<file path="config.mk">
export PLATFORM = sky130hd
export DESIGN_NAME = fetch_sequencer
export DESIGN_NICKNAME = d
export VERILOG_FILES = /design/src/rtl/fetch_pkg.sv /design/src/rtl/fetch_sequencer_program_counter.sv /design/src/rtl/fetch_sequencer.sv
export SDC_FILE = /design/constraint.sdc
export NUM_CORES = 1
export LEC_CHECK = 0
export ABC_AREA = 1
export CAP_MARGIN = 20
export CORE_MARGIN = 1.5
export CORE_UTILIZATION = 35
export CTS_CLUSTER_SIZE = 24
export DETAILED_ROUTE_END_ITERATION = 6
export PLACE_DENSITY_LB_ADDON = 0.2
export SYNTH_ARGS = -nofsm -noshare
export SYNTH_HDL_FRONTEND = slang
export SYNTH_SLANG_ARGS = --single-unit
</file>
<file path="constraint.sdc">
create_clock -name clk -period 4 [get_ports clk]
set_input_delay 0.4 -clock clk [delete_from_list [all_inputs] [get_ports clk]]
set_output_delay 0.4 -clock clk [all_outputs]
set_load 0.01 [all_outputs]
</file>
<file path="src/rtl/fetch_pkg.sv">
// Shared types for the fetch stage: sequencer states, redirect causes and the NOP encoding.
package fetch_pkg;

  typedef enum logic [1:0] {BOOT, FETCH, HOLD, DROP} state_t;

  typedef enum logic [1:0] {RD_NONE, RD_BRANCH, RD_TRAP} redirect_t;

  localparam logic [31:0] NOP = 32'h0000_0013;

endpackage

</file>
<file path="src/rtl/fetch_sequencer_program_counter.sv">
// Program-counter register with an active-high asynchronous reset.
module Program_Counter #(
  parameter logic [31:0] RESET_VALUE = 32'h0000_0000
) (
  input  logic        clk,
  input  logic        rst,
  input  logic [31:0] pc_prima,
  output logic [31:0] pc
);

  always_ff @(posedge clk or posedge rst) begin
    if (rst) pc <= RESET_VALUE;
    else     pc <= pc_prima;
  end

endmodule

</file>
<file path="src/rtl/fetch_sequencer.sv">
// Fetch-stage controller: owns the PC, sequences imem requests and delivers instr/pc to decode.
// state | meaning
// BOOT  | one idle cycle after reset, PC loaded from RESET_VECTOR
// FETCH | request outstanding at pc
// HOLD  | decode stalled, holding delivered instruction
// DROP  | redirected while a request was pending; discard that word
module fetch_sequencer
  import fetch_pkg::*;
#(
  parameter logic [31:0] RESET_VECTOR = 32'h0000_0000,
  parameter logic [31:0] TRAP_VECTOR  = 32'h0000_0100
) (
  input  logic        clk,
  input  logic        reset,
  input  logic        stall,
  input  logic        branch_taken,
  input  logic [31:0] branch_target,
  input  logic        trap,
  output logic        imem_req,
  output logic [31:0] imem_addr,
  input  logic        imem_ready,
  input  logic [31:0] imem_rdata,
  output logic        instr_valid,
  output logic [31:0] instr,
  output logic [31:0] pc_out,
  output logic        misaligned
);

  state_t      state;
  redirect_t   rd;
  logic [31:0] pc;
  logic [31:0] pc_next;
  logic [31:0] pc_d;
  logic [31:0] pend_pc;
  logic [31:0] target;
  logic        br_misaligned;

  always_comb begin
    rd = RD_NONE;
    if (state != BOOT) begin
      if (trap)              rd = RD_TRAP;
      else if (branch_taken) rd = RD_BRANCH;
    end
    br_misaligned = (branch_target[1:0] != 2'b00);
    target = (rd == RD_BRANCH && !br_misaligned) ? {branch_target[31:2], 2'b00} : TRAP_VECTOR;

    pc_next = pc;
    case (state)
      BOOT:  pc_next = RESET_VECTOR;
      FETCH: if (imem_ready) pc_next = (rd != RD_NONE) ? target : pc + 32'd4;
      HOLD:  if (rd != RD_NONE) pc_next = target;
      DROP:  if (imem_ready) pc_next = (rd != RD_NONE) ? target : pend_pc;
      default: pc_next = pc;
    endcase
  end

  // PC is kept word-aligned regardless of vector/target low bits
  assign pc_d = {pc_next[31:2], 2'b00};

  Program_Counter #(.RESET_VALUE(RESET_VECTOR)) u_pc (
    .clk      (clk),
    .rst      (~reset),
    .pc_prima (pc_d),
    .pc       (pc)
  );

  assign imem_req  = (state == FETCH) || (state == DROP);
  assign imem_addr = pc;

  always_ff @(posedge clk or negedge reset) begin
    if (!reset) begin
      state       <= BOOT;
      pend_pc     <= '0;
      instr_valid <= 1'b0;
      instr       <= '0;
      pc_out      <= '0;
      misaligned  <= 1'b0;
    end else begin
      instr_valid <= 1'b0;
      misaligned  <= (rd == RD_BRANCH) && br_misaligned;
      case (state)
        BOOT: state <= FETCH;
        FETCH: begin
          if (rd != RD_NONE) begin
            if (!imem_ready) begin
              pend_pc <= {target[31:2], 2'b00};
              state   <= DROP;
            end
          end else if (imem_ready) begin
            instr       <= imem_rdata;
            pc_out      <= pc;
            instr_valid <= 1'b1;
            state       <= stall ? HOLD : FETCH;
          end
        end
        HOLD: begin
          if (rd != RD_NONE || !stall) state <= FETCH;
          else                         instr_valid <= 1'b1;
        end
        DROP: begin
          if (rd != RD_NONE) pend_pc <= {target[31:2], 2'b00};
          if (imem_ready)    state   <= FETCH;
        end
        default: state <= BOOT;
      endcase
    end
  end

endmodule

</file>
==> results.json <==
{
  "fill_cells": 1775,
  "critPathKind": "reg -> reg",
  "grt_pass1_wl_um": 32400,
  "required_ns": 4.34,
  "power_density_mw_per_mm2": 628,
  "cap_violations": 0,
  "worstSetupStartpointType": "flop",
  "initial_core_util_pct": 35.9,
  "postCtsResizedCells": 0,
  "yosys_warnings": 0,
  "dp_hpwl_um": 14400,
  "tightest_slew_ns": 0.584,
  "final_net_count": 1106,
  "h-tree-depth": 4,
  "drive_gt1_share_pct": 6.23,
  "vdd_drop_max_v": 0.000351,
  "drtIter0Drc": 463,
  "finalSetupTns_ns": 0,
  "cp-end-kind": "flop",
  "netlist_area_mm2": 0.00647,
  "clkTransAtPathRegs_ns": 0.06,
  "antenna_found_initial": 0,
  "total_power_mw": 5.65,
  "async_reset_ff_share_pct": 100,
  "antenna_cells": 0,
  "most-common-layout-cells": "355 x nand2_1, 163 x clkdlybuf4s50_1, 126 x dfrtp_1",
  "setup_slack_ns": 1.01,
  "hold_path.class": "in -> async",
  "drc": 0,
  "rr_endpoint": "u_pc.pc[2]$_DFFE_PN0P_",
  "synth-seq-cells": 126,
  "status": "finished, final reports clean",
  "clk_latency_ns": 0.42,
  "gp_congestion": 0.876,
  "r2r_setup_slack_ns": 1.01,
  "drtAntennaViolNets": 0,
  "final_common_cell": "nand2_1",
  "via_per_inst": 4.87,
  "synthCells": 872,
  "hold_viol": 0,
  "grt_max_degree": 78,
  "stdcell_count": 1272,
  "io_buffers": 164,
  "reg2reg_depth": 13,
  "die_h_um": 139,
  "cts_sinks": 126,
  "maxSlewHeadroom_pct": 60.9,
  "area_growth_pct": 39.1,
  "fin_crit_ns": 2.99,
  "grt.total_usage_pct": 21.2,
  "drtPass1Iterations": 6,
  "crit_path_max_fanout": 32,
  "cts_made_buffers": 17,
  "regArea_mm2": 0.00315,
  "final_max_slew_viol_count": 0,
  "wire_per_inst_um": 15.7,
  "power_leakage_nw": 4.02,
  "post_cts_buffers": 0,
  "detailedPlace.worstSlack_ns": 0.835,
  "seq_area_frac_synth_pct": 48.7,
  "overflow": 0,
  "vias": 6193,
  "ys_types": 35,
  "post_synth.cell_area_avg_um2": 7.43,
  "arrival_ns": 3.33,
  "core-area_mm2": 0.0180,
  "dp_cells": 1237,
  "rsz0062_at_grt": "false",
  "finalWirelength_um": 19900,
  "cts-root-buf": "clkbuf_16",
  "finClkSkew_ns": 0.00935,
  "post-route-period-util_pct": 74.6,
  "die_w_um": 139,
  "cts_buffer_depth": 2,
  "io_pins": 169,
  "cts_tree": "yes",
  "fmax_ghz": 0.335,
  "setup_violations": 0,
  "synth_edf_count": 0,
  "r2r-start": "state[0]$_DFFE_PN0P_",
  "grt_pass1_vias": 5968,
  "synth_top_flop_cell": "dfrtp_1",
  "multi_input_area_mm2": 0.00287,
  "rows": 49,
  "die_area_mm2": 0.0193
}
==> flip-flops by register name, indices dropped and copies added, names as in the netlist <==
register / cells
instr: 32
instr_valid: 1
misaligned: 1
pc_out: 30
pend_pc: 30
state: 2
u_pc.pc: 30
==> metal layers <==
metal  routed length [µm]  up-vias  global-route usage (%)
met5                    0        -                       0
met4                  335        0                    6.91
met3                 1270       32                    5.77
met2                 8760      240                    31.4
met1                 9570     2820                    30.1
li1                     -     3101                       -
==> worst max-delay path, cell delays in order, from the launching register on <==
cell	delay [ns]
dfrtp_1	0.37
inv_1	0.10
ha_1	0.21
clkinv_1	0.11
o21ai_4	0.18
inv_2	0.43
nor2_2	0.09
a21oi_2	0.11
buf_4	0.26
inv_2	0.15
nor2_2	0.39
buf_4	0.26
o21ai_1	0.08
o22ai_1	0.14
==> synth_stat cells (3+ instances only) <==
cell type | count | area (µm²)
inv_2 | 5 | 18.8
nor2_4 | 3 | 33.8
nand2_1 | 355 | 1330
o21ai_1 | 36 | 180
a22oi_1 | 3 | 22.5
ha_1 | 6 | 75.1
a21oi_1 | 32 | 160
buf_2 | 24 | 120
dfrtp_1 | 126 | 3150
o22ai_1 | 3 | 18.8
nor2_1 | 58 | 218
buf_4 | 5 | 37.5
o21ai_0 | 55 | 275
o211ai_1 | 14 | 105
clkbuf_1 | 9 | 33.8
inv_1 | 61 | 229
nand4_1 | 6 | 37.5
nand3_1 | 42 | 210
nor3_1 | 5 | 25.0
nor2_2 | 7 | 43.8
==> layout make-up <==
| cell class | count | share of cell area, % |
|---|---|---|
| multi-input cells | 642 | 31.8 |
| inverters | 67 | 2.79 |
| clock buffers | 21 | 5.11 |
| clock inverters | 11 | 2.35 |
| well taps | 229 | 3.18 |
| flip-flops and latches | 126 | 35.0 |
| repair buffers | 176 | 19.7 |
==> stage by stage <==
step	instance area (µm²)	hold slack [ns]	util, %
detailed placement	8280	0.458	45.9
CTS	8950	0.164	49.7
global route	9010	0.344	50.0
finish	9010	0.343	50.0
floorplan	6490	0.104	-
global placement	8280	0.452	45.9
==> power by group <==
group / internal [mW] / switching, mW / total [mW]
clock: 1.20 / 0.558 / 1.76
sequential: 1.61 / 0.257 / 1.87
combinational: 0.897 / 1.13 / 2.02
total: 3.71 / 1.94 / 5.65
==> worst max-delay path by stage <==
stage                                    start  depth (start not counted)                      to  slack, ns
after global routing      state[0]$_DFFE_PN0P_                         13  u_pc.pc[2]$_DFFE_PN0P_       0.71
after global placement            branch_taken                         11  u_pc.pc[2]$_DFFE_PN0P_       0.96
after detailed placement          branch_taken                         11  u_pc.pc[2]$_DFFE_PN0P_       0.83
final                     state[0]$_DFFE_PN0P_                         13  u_pc.pc[2]$_DFFE_PN0P_       1.01
after CTS                 state[0]$_DFFE_PN0P_                         13  u_pc.pc[2]$_DFFE_PN0P_       1.02
after floorplan           state[0]$_DFFE_PN0P_                         11  pc_out[10]$_DFFE_PN0P_       2.28
==> what timing repair did <==
item / in CTS / in global routing
hold endpoints to repair: 0 / 5
hold buffers: 0 / 1
endpoints found under the setup margin: 0 / 0
==> cell families (layout without fill, tap and decap cells) <==
family	count (synthesis)	after routing	share of synthesized area, %
AND/OR/NAND/NOR	484	484	30.4
buffers and inverters	107	275	7.19
other	1	4	0.0579
AO/OA/AOI/OAI	148	148	12.5
adder cells (fa/ha/maj)	6	6	1.16
flip-flops	126	126	48.7
Power figures use the tool's default switching activity.
